$ cat src/rtl/fractal_sync_pkg.sv
// Shared types and default constants for the fractal_sync control unit.
package fractal_sync_pkg;

    // Control-unit barrier states
    typedef enum logic [2:0] {
        IDLE  = 3'd0,
        SYNC  = 3'd1,
        WAIT  = 3'd2,
        ACK   = 3'd3,
        DRAIN = 3'd4,
        RSP   = 3'd5
    } cu_state_e;

    localparam int DEF_LVL_WIDTH      = 4;
    localparam int DEF_CNT_WIDTH      = 16;
    localparam int DEF_TIMEOUT_CYCLES = 1024;

endpackage

$ cat src/rtl/fractal_sync_cu.sv
// Per-core synchronization control unit. Converts a core barrier request
// into the sync -> wake -> ack handshake of a leaf fractal_sync node and
// returns a buffered response with error, timeout and latency information.
module fractal_sync_cu
    import fractal_sync_pkg::*;
#(
    parameter int LVL_WIDTH      = DEF_LVL_WIDTH,
    parameter int CNT_WIDTH      = DEF_CNT_WIDTH,
    parameter int TIMEOUT_CYCLES = DEF_TIMEOUT_CYCLES
) (
    input  logic                 clk_i,
    input  logic                 rst_i,
    input  logic                 req_valid_i,
    output logic                 req_ready_o,
    input  logic [LVL_WIDTH-1:0] req_level_i,
    output logic                 rsp_valid_o,
    input  logic                 rsp_ready_i,
    output logic                 rsp_error_o,
    output logic [CNT_WIDTH-1:0] rsp_latency_o,
    output logic                 timeout_o,
    output logic [LVL_WIDTH-1:0] level_o,
    output logic                 sync_o,
    output logic                 ack_o,
    input  logic                 wake_i,
    input  logic                 error_i
);

    // Unsigned copy so the comparison against the counter stays unsigned
    localparam logic [31:0] TIMEOUT_U = TIMEOUT_CYCLES;

    cu_state_e            state_q, state_d;
    logic [LVL_WIDTH-1:0] level_q, level_d;
    logic [CNT_WIDTH-1:0] cnt_q, cnt_d;
    logic [CNT_WIDTH-1:0] lat_q, lat_d;
    logic                 err_q, err_d;
    logic                 timeout_q, timeout_d;

    logic accept;
    logic cnt_max;
    logic timeout_hit;

    assign accept      = (state_q == IDLE) && req_valid_i;
    assign cnt_max     = (cnt_q == {CNT_WIDTH{1'b1}});
    assign timeout_hit = (TIMEOUT_U != 32'd0) && (32'(cnt_q) == TIMEOUT_U);

    // State register
    always_ff @(posedge clk_i) begin
        if (rst_i) begin
            state_q <= IDLE;
        end else begin
            state_q <= state_d;
        end
    end

    // Next-state logic; SYNC and ACK are single-cycle pulses
    always_comb begin
        state_d = state_q;
        case (state_q)
            IDLE:    if (req_valid_i) state_d = SYNC;
            SYNC:    state_d = WAIT;
            WAIT:    if (wake_i) state_d = ACK;
            ACK:     state_d = DRAIN;
            DRAIN:   if (!wake_i) state_d = RSP;
            RSP:     if (rsp_ready_i) state_d = IDLE;
            default: state_d = IDLE;
        endcase
    end

    // Moore outputs decoded from the current state
    always_comb begin
        req_ready_o = 1'b0;
        sync_o      = 1'b0;
        ack_o       = 1'b0;
        rsp_valid_o = 1'b0;
        case (state_q)
            IDLE:    req_ready_o = 1'b1;
            SYNC:    sync_o      = 1'b1;
            ACK:     ack_o       = 1'b1;
            RSP:     rsp_valid_o = 1'b1;
            default: ;
        endcase
    end

    // Datapath next values: level latch, saturating WAIT counter, response capture
    always_comb begin
        level_d   = level_q;
        cnt_d     = cnt_q;
        lat_d     = lat_q;
        err_d     = err_q;
        timeout_d = timeout_q;
        if (accept) begin
            level_d   = req_level_i;
            cnt_d     = '0;
            err_d     = 1'b0;
            timeout_d = 1'b0;
        end else if (state_q == WAIT) begin
            if (timeout_hit) begin
                timeout_d = 1'b1;
            end
            if (wake_i) begin
                // Counter holds the number of full WAIT cycles before wake
                err_d = error_i;
                lat_d = cnt_q;
            end else if (!cnt_max) begin
                cnt_d = cnt_q + {{(CNT_WIDTH-1){1'b0}}, 1'b1};
            end
        end
    end

    // Datapath registers; reset clears everything so a new barrier starts clean
    always_ff @(posedge clk_i) begin
        if (rst_i) begin
            level_q   <= '0;
            cnt_q     <= '0;
            lat_q     <= '0;
            err_q     <= 1'b0;
            timeout_q <= 1'b0;
        end else begin
            level_q   <= level_d;
            cnt_q     <= cnt_d;
            lat_q     <= lat_d;
            err_q     <= err_d;
            timeout_q <= timeout_d;
        end
    end

    assign level_o       = level_q;
    assign rsp_error_o   = err_q;
    assign rsp_latency_o = lat_q;
    assign timeout_o     = timeout_q;

endmodule

$ cat config.mk
export PLATFORM = sky130hd
export DESIGN_NAME = fractal_sync_cu
export DESIGN_NICKNAME = d
export VERILOG_FILES = /design/src/rtl/fractal_sync_pkg.sv /design/src/rtl/fractal_sync_cu.sv
export SDC_FILE = /design/constraint.sdc
export NUM_CORES = 1
export LEC_CHECK = 0
export CELL_PAD_IN_SITES_DETAIL_PLACEMENT = 1
export CELL_PAD_IN_SITES_GLOBAL_PLACEMENT = 1
export CORE_MARGIN = 5
export CORE_UTILIZATION = 30
export DETAILED_ROUTE_END_ITERATION = 7
export MAX_ROUTING_LAYER = met4
export PLACE_DENSITY = 0.7
export SLEW_MARGIN = 30
export SYNTH_ARGS = -nofsm -noshare
export SYNTH_HDL_FRONTEND = slang
export SYNTH_SLANG_ARGS = --single-unit
$ cat constraint.sdc
create_clock -name clk_i -period 2.3 [get_ports clk_i]
set_input_delay 0.69 -clock clk_i [delete_from_list [all_inputs] [get_ports clk_i]]
set_output_delay 0.69 -clock clk_i [all_outputs]
set_load 0.02 [all_outputs]
==> results of run 1 <==
## report_power, final
part	internal (mW)	switching [mW]
logic	0.121	0.138
registers	0.728	0.0168
clock network	0.244	0.270
## cells in the final DEF (no fill, tap or decap), types with 2 or more instances in the layout
master                             n
sky130_fd_sc_hd__a21oi_1          30
sky130_fd_sc_hd__a31oi_1           2
sky130_fd_sc_hd__and2_1            2
sky130_fd_sc_hd__and3_1            4
sky130_fd_sc_hd__and3b_1           2
sky130_fd_sc_hd__and4_1            5
sky130_fd_sc_hd__buf_4            16
sky130_fd_sc_hd__clkbuf_8          6
sky130_fd_sc_hd__clkdlybuf4s50_1  32
sky130_fd_sc_hd__dfxtp_1          40
sky130_fd_sc_hd__dlymetal6s2s_1    2
sky130_fd_sc_hd__ha_1              2
sky130_fd_sc_hd__inv_1             4
sky130_fd_sc_hd__mux2i_1           4
sky130_fd_sc_hd__nand2_1          43
sky130_fd_sc_hd__nand2b_1          2
sky130_fd_sc_hd__nand3_1           3
sky130_fd_sc_hd__nand4_1           5
sky130_fd_sc_hd__nor2_1           16
sky130_fd_sc_hd__nor3_1            4
sky130_fd_sc_hd__nor4_1            4
sky130_fd_sc_hd__o21a_1            2
sky130_fd_sc_hd__o21ai_0           6
sky130_fd_sc_hd__o31ai_1           6
sky130_fd_sc_hd__or3_1             5
sky130_fd_sc_hd__or4_1             5
## layer usage
metal / wire length [microns] / up-vias / part of all wire / GRT usage
met5: 0 / - / 0 / -
met4: 57 / 0 / 0.011 / 0.0406
met3: 215 / 8 / 0.041 / 0.0323
met2: 2470 / 34 / 0.47 / 0.235
met1: 2470 / 835 / 0.47 / 0.186
li1: - / 892 / - / -
## critical path: cells and delay by family (launching register included)
family | cells | cell delay (ps)
buffers and inverters | 1 | 600
flip-flops | 1 | 430
AND/OR/NAND/NOR | 1 | 200
## path summary, 6_finish.rpt
path / endpoint / cells after the start / start
min: rsp_latency_o[14] / 2 / rsp_latency_o[14]
max: ack_o / 2 / state_q[1]
max reg2reg: cnt_q[13] / 5 / cnt_q[0]
min reg2reg: rsp_latency_o[14] / 2 / rsp_latency_o[14]
## through the flow
stage	cell area (sq um)	utilization	power, mW
after floorplan	1870	-	0.909
after global placement	2380	0.398	1.02
after detailed placement	2380	0.398	1.03
after CTS	2480	0.414	1.54
after global routing	2480	0.415	1.59
final	2480	0.415	1.52
## state kept, by name (all words and copies together) (netlist names)
register,count
state_q,3
rsp_error_o,1
cnt_q,16
rsp_latency_o,16
level_o,4
timeout_o,1
## cells by family (layout without fill, tap and decap cells)
| logic type | count (synthesis) | after routing |
|---|---|---|
| XOR/XNOR | 1 | 1 |
| multiplexers | 5 | 5 |
| flip-flops | 41 | 41 |
| AO/OA/AOI/OAI | 51 | 51 |
| adder cells (fa/ha/maj) | 2 | 2 |
| AND/OR/NAND/NOR | 107 | 107 |
| buffers and inverters | 20 | 64 |
## final cells by class
cell class                 instances  area (sq um)
sequential                        41           822
tap                               75          93.8
clock inverter                     2          13.8
timing repair buffer              52           494
fill                             726          3510
multi-input combinational        166           963
inverter                           4          15.0
clock buffer                       6          82.6
## repair_timing
action	in CTS	in global routing
endpoints found under the setup margin	2	2
endpoints found under the hold margin	0	0
gates resized for setup	2	2
cloned	0	0
==> reports/metrics.sh, run 1 <==
SYNTH.MUX.AREA_FRACTION=0.0274
DRT-TOTAL-WL_MICRONS=5210
REQUIRED_PS=1610
PRE_CTS_WS_PS=-125
SLEW_VIOLATIONS=0
FLOORPLAN.IO_PINS=36
PLACEDCELLCOUNT=338
START_UTIL=0.313
SYNTH.YOSYS.SEQ_AREA_SHARE=0.438
WORSTSETUPPATHTYPE='reg2out'
FMAX_GHz=0.450
ANTENNA_LEFT=0
SYNTHESIS.AREA_PER_INSTANCE_SQ_UM=8.25
SYNTH_TOP_FAMILY_BY_AREA='simple AND/OR/NAND/NOR gates'
TIMING.CRITICAL_PATH.ARRIVAL_PS=1530
FIN_HOLD_WS_PS=457
SYNTH_AREA_LEADERS='sky130_fd_sc_hd__dfxtp_1, sky130_fd_sc_hd__nand2_1, sky130_fd_sc_hd__a21oi_1, sky130_fd_sc_hd__nor2_1, sky130_fd_sc_hd__o31ai_1'
LEAKAGE_nW=0.848
POST_SYNTH_INST_COUNT=227
NETLIST.TOP_CELL.BY_AREA='sky130_fd_sc_hd__dfxtp_1'
DESIGN.CORE.AREA_SQ_MM=0.00599
FINAL_LAYOUT_SIZE_SUFFIX_GT1_FRAC=0.122
LAYOUT.CELLS.NON_FILLER=346
GRT_START_MAX_NET_PINS=24
R2R_SETUP_SLACK_PS=270
POSTSYNTH.ASYNCRESETSHARE=0
INSERTION_DELAY_PS=300
SETUP_VIOLATIONS=0
YS_FF_LATCH=41
END_KIND='output port'
FLOORPLAN.DIE.HEIGHT_MICRONS=89.0
SYNTH-SIMPLE-AREA-SHARE=0.308
AREA_DELTA_SYNTH_FINAL_PCT=32.7
CLOCK_TREE.ROOT_CELL='sky130_fd_sc_hd__clkbuf_8'
CRITICAL_PATH.STARTPOINT_TYPE='flop'
PATH_CELLS='and3b_1 > clkdlybuf4s50_1'
SYNTH_FLOP_CELL='sky130_fd_sc_hd__dfxtp_1'
FINALHOLDVIOLCOUNT=0
CP_SLOWEST_CELL='sky130_fd_sc_hd__clkdlybuf4s50_1'
CTS_BUFFER_DEPTH=2
SYN-CELL-AREA_SQ_MM=0.00187
SETUP_TOTAL_NEGATIVE_SLACK_PS=0
SYNTH-EDFF-COUNT=0
WORST_IR_DROP_VDD_mV=0.421
WORST_SLACK_PS=79.8
YOSYS.AREA_SHARE.ADDER=0.0134
POSTCTSSETUPBUFFERS=0
H-TREE-DEPTH=2
SYNTH_COMPOUND_GATE_AREA_SHARE=0.161
DETAIL_ROUTE.ITER0.VIOLATIONS=70
RUN_STATUS='completed'
FINAL_PERIOD_MINUS_WORST_SETUP_SLACK_PS=2220
CTS_TREE='done'
NUMCLOCKSINKS=41
FINAL_NETS=282
POST-DP-HPWL_MICRONS=3750
VIA_PER_INST=5.11
OVERFLOW=0
DIE_W_MICRONS=89.0
WORST_SLEW_PIN_SLEW_PS=564
POST_SYNTH_XOR_AREA_FRACTION=0.00468
DRV.MAX_CAP_VIOLATION_COUNT=0
GRT_FIRST_PASS_WIRELENGTH_MICRONS=8850
ROW_COUNT=28
ANTENNA_VIOLATIONS_BEFORE_REPAIR=0
SYNTH_COMMONEST_CELLS='sky130_fd_sc_hd__nand2_1, sky130_fd_sc_hd__dfxtp_1, sky130_fd_sc_hd__a21oi_1, sky130_fd_sc_hd__nor2_1, sky130_fd_sc_hd__clkbuf_1'
LAYOUT_WORST_PATH_CYCLE_SHARE=0.965
HP-CLASS='reg2reg'
PORT_BUFFERS=35
DRC=0
CTS_HOLD_BUF=0
FLOORPLAN.DIE_AREA_SQ_MM=0.00792
YOSYS_WARNINGS=0
YOSYS.CELL_COUNT.TOP_TYPE='sky130_fd_sc_hd__nand2_1'
CRIT_FANOUT=10
DETAILEDROUTE.FIRSTPASSITERATIONCOUNT=4
NETLIST.AREA_LEADER.SHARE=0.438
GP_ROUTABILITY_CONGESTION=0.833
POWER_DENSITY_mW_PER_MM2=611
TRACK_USAGE=0.146
CTS.REPORTEDPATHS.CLKPINSLEW_PS=90
ROUTE.DETAILED.WL_PER_INST_MICRONS=15.0
UNREPAIRED_SETUP_ENDPOINTS_AFTER_GLOBAL_ROUTING='no'
NUM_ANTENNA_CELLS=0
NUMBER_OF_DISTINCT_STANDARD_CELLS_REFERENCED_BY_THE_SYNTHESIZED_NETLIST=39
SYNTH_FP_NETS=239
CTS-BUFFERS-INSERTED=5
MAX_SLEW_MARGIN=0.624
SLOWEST_DELAY_PS=600
FIN_SKEW_PS=7.94
GRT_PASS1_VIAS=1883
NUM_VIAS=1769
No activity file was read; power rests on OpenSTA's default activity.
==> run 2, diff against run 1 <==
DONT_BUFFER_PORTS = 1   (was default)
PLACE_DENSITY = 0.6   (was 0.7)
==> run 2 against run 1 <==
  * Total power down 2.0%
  * Count of clock-buffer cells in the layout decreased by 1
  * Die area unchanged
  * Routed wire length is 11% lower
  * First-iteration DRC count down 27%
  * Critical path depth is the same
  * Register-to-register slack gained 80 ps
  * Global-route usage shrank 2.0 points
  * Clock skew down 4.5 ps
  * Combinational power is 37% lower
  * Design area down 18%
  * Sequential power rose by 3.0%
==> reports/metrics.sh, run 2 (synthesized netlist as in run 1, its figures left out) <==
VIA_PER_INST=5.14
GRT_PASS1_VIAS=1543
CRITICAL_PATH.STARTPOINT_TYPE='flop'
POWER.INTERNAL_mW=1.11
OVERFLOW=0
CRITPATHBUFINV=1
CTS_TREE='done'
FIN_HOLD_WS_PS=460
FLOORPLAN.DIE.HEIGHT_MICRONS=89.0
DIE_W_MICRONS=89.0
LEAKAGE_nW=0.642
FLOORPLAN.DIE_AREA_SQ_MM=0.00792
CTS-BUFFERS-INSERTED=5
CP_SLOWEST_CELL='sky130_fd_sc_hd__dfxtp_1'
WORSTSETUPPATHTYPE='reg2out'
GP_ROUTABILITY_CONGESTION=0.821
TRACK_USAGE=0.127
RUN_STATUS='completed'
FIN_SKEW_PS=3.48
TIMING.CRITICAL_PATH.MAX_DELAY_FAMILY='flip-flops'
UNREPAIRED_SETUP_ENDPOINTS_AFTER_GLOBAL_ROUTING='no'
FMAX_GHz=0.471
ROUTE.DETAILED.WL_PER_INST_MICRONS=15.5
FINAL_NETS=236
POSTCTSSETUPBUFFERS=0
NUM-FILL-CELLS=737
MAX_SLEW_MARGIN=0.575
LAYOUT_COMMONEST_CELL='sky130_fd_sc_hd__nand2_1'
SETUP_TOTAL_NEGATIVE_SLACK_PS=0
FINAL_PERIOD_MINUS_WORST_SETUP_SLACK_PS=2120
POWER_DENSITY_mW_PER_MM2=728
NUM_VIAS=1537
DETAIL_ROUTE.ITER0.VIOLATIONS=51
WORST_SLACK_PS=176
POST_CTS.RESIZED_INSTANCES=0
GRT_START_MAX_NET_PINS=25
INSERTION_DELAY_PS=290
SLEW_VIOLATIONS=0
PORT_BUFFERS=0
START_UTIL=0.313
POWER.SHARE.SEQUENTIAL=0.515
CRIT_FANOUT=12
DRV.MAX_CAP_VIOLATION_COUNT=0
ROW_COUNT=28
ANTENNA_VIOLATIONS_BEFORE_REPAIR=0
ANTENNA_LEFT=0
HP-CLASS='in2reg'
POST-DP-HPWL_MICRONS=3410
LAYOUT.AREA.SEQ_SQ_UM=821
SWSHARE=0.252
WORST_SLEW_PIN_SLEW_PS=637
SHARE_OF_TOTAL_POWER_IN_COMBINATIONAL_LOGIC=0.110
CTS.REPORTEDPATHS.CLKPINSLEW_PS=80
TIMING.CRITICAL_PATH.ARRIVAL_PS=1430
REQUIRED_PS=1610
SLOWEST_DELAY_PS=600
NUMCLOCKSINKS=41
FLOORPLAN.IO_PINS=36
FINALHOLDVIOLCOUNT=0
END_KIND='output port'
PRE_CTS_WS_PS=360
WORST_IR_DROP_VDD_mV=0.254
H-TREE-DEPTH=2
FINAL_LAYOUT_SIZE_SUFFIX_GT1_FRAC=0.0893
DETAILEDROUTE.FIRSTPASSITERATIONCOUNT=4
MOSTFREQUENTLAYOUTCELLS='sky130_fd_sc_hd__nand2_1, sky130_fd_sc_hd__dfxtp_1, sky130_fd_sc_hd__a21oi_1'
CLOCK_TREE.ROOT_CELL='sky130_fd_sc_hd__clkbuf_8'
CTS_BUFFER_DEPTH=2
POWER_FRAC_CLOCK=0.375
AREA_DELTA_SYNTH_FINAL_PCT=9.02
DRT-TOTAL-WL_MICRONS=4640
SETUP_VIOLATIONS=0
CTS_HOLD_BUF=0
PATH_CELLS='nor3b_1 > buf_4'
LAYOUT_WORST_PATH_CYCLE_SHARE=0.924
TOTAL_AREA_OF_MULTI_INPUT_COMBINATIONAL_CELLS_SQ_UM=963
DESIGN.CORE.AREA_SQ_MM=0.00599
NUM_ANTENNA_CELLS=0
DRC=0
GRT_FIRST_PASS_WIRELENGTH_MICRONS=7620
POWER_SWITCHING_mW=0.374
-- run 2: final timing paths --
| kind | endpoint | from | depth (start not counted) | slack (ps) |
|---|---|---|---|---|
| max reg2reg | cnt_q[13] | state_q[1] | 4 | 350 |
| min reg2reg | rsp_latency_o[7] | cnt_q[7] | 2 | 520 |
| max | sync_o | state_q[0] | 2 | 180 |
| min | rsp_latency_o[1] | rst_i | 1 | 460 |
-- run 2: through the flow --
step	cells	cell area (sq um)	util	total power, mW
2_1_floorplan	227	1870	-	0.909
3_3_place_gp	292	1940	0.324	0.948
3_5_place_dp	292	1940	0.324	0.950
4_1_cts	299	2040	0.341	1.51
5_1_grt	299	2040	0.341	1.56
6_report	299	2040	0.341	1.49
-- run 2: worst register-to-register path, cell delays in order, from the launching register on --
cell and delay, ps:
sky130_fd_sc_hd__dfxtp_1 510, sky130_fd_sc_hd__nor3b_2 340, sky130_fd_sc_hd__nand2b_1 280, sky130_fd_sc_hd__nor4_1 360
sky130_fd_sc_hd__mux2_2 360
-- run 2: power by group through the flow --
stage	sequential [mW]	clock, mW	combinational [mW]
global placement	0.781	0	0.167
finish	0.766	0.557	0.164
CTS	0.765	0.579	0.168
detailed placement	0.783	0	0.167
global route	0.769	0.611	0.184
floorplan	0.765	0	0.145
-- run 2: cell type report --
class                      instances  area share
clock inverter                     2      0.0172
clock buffer                       5      0.0337
timing repair buffer               6      0.0221
sequential                        41       0.402
inverter                           4     0.00735
tap                               75      0.0460
multi-input combinational        166       0.472
-- run 2: metal layers --
layer / part of all wire / GRT usage / wire, microns / up-vias
met1: 0.49 / 0.161 / 2280 / 700
met3: 0.052 / 0.0369 / 242 / 5
met4: 0.012 / 0.0365 / 57 / 0
li1: - / - / - / 806
met5: 0 / - / 0 / -
met2: 0.45 / 0.196 / 2070 / 26
==> run 3, diff against run 2 <==
ABC_CLOCK_PERIOD_IN_PS = 2300   (was default)
==> results of run 3 <==
Final layout, timing and power as in run 2 (identical DEF).
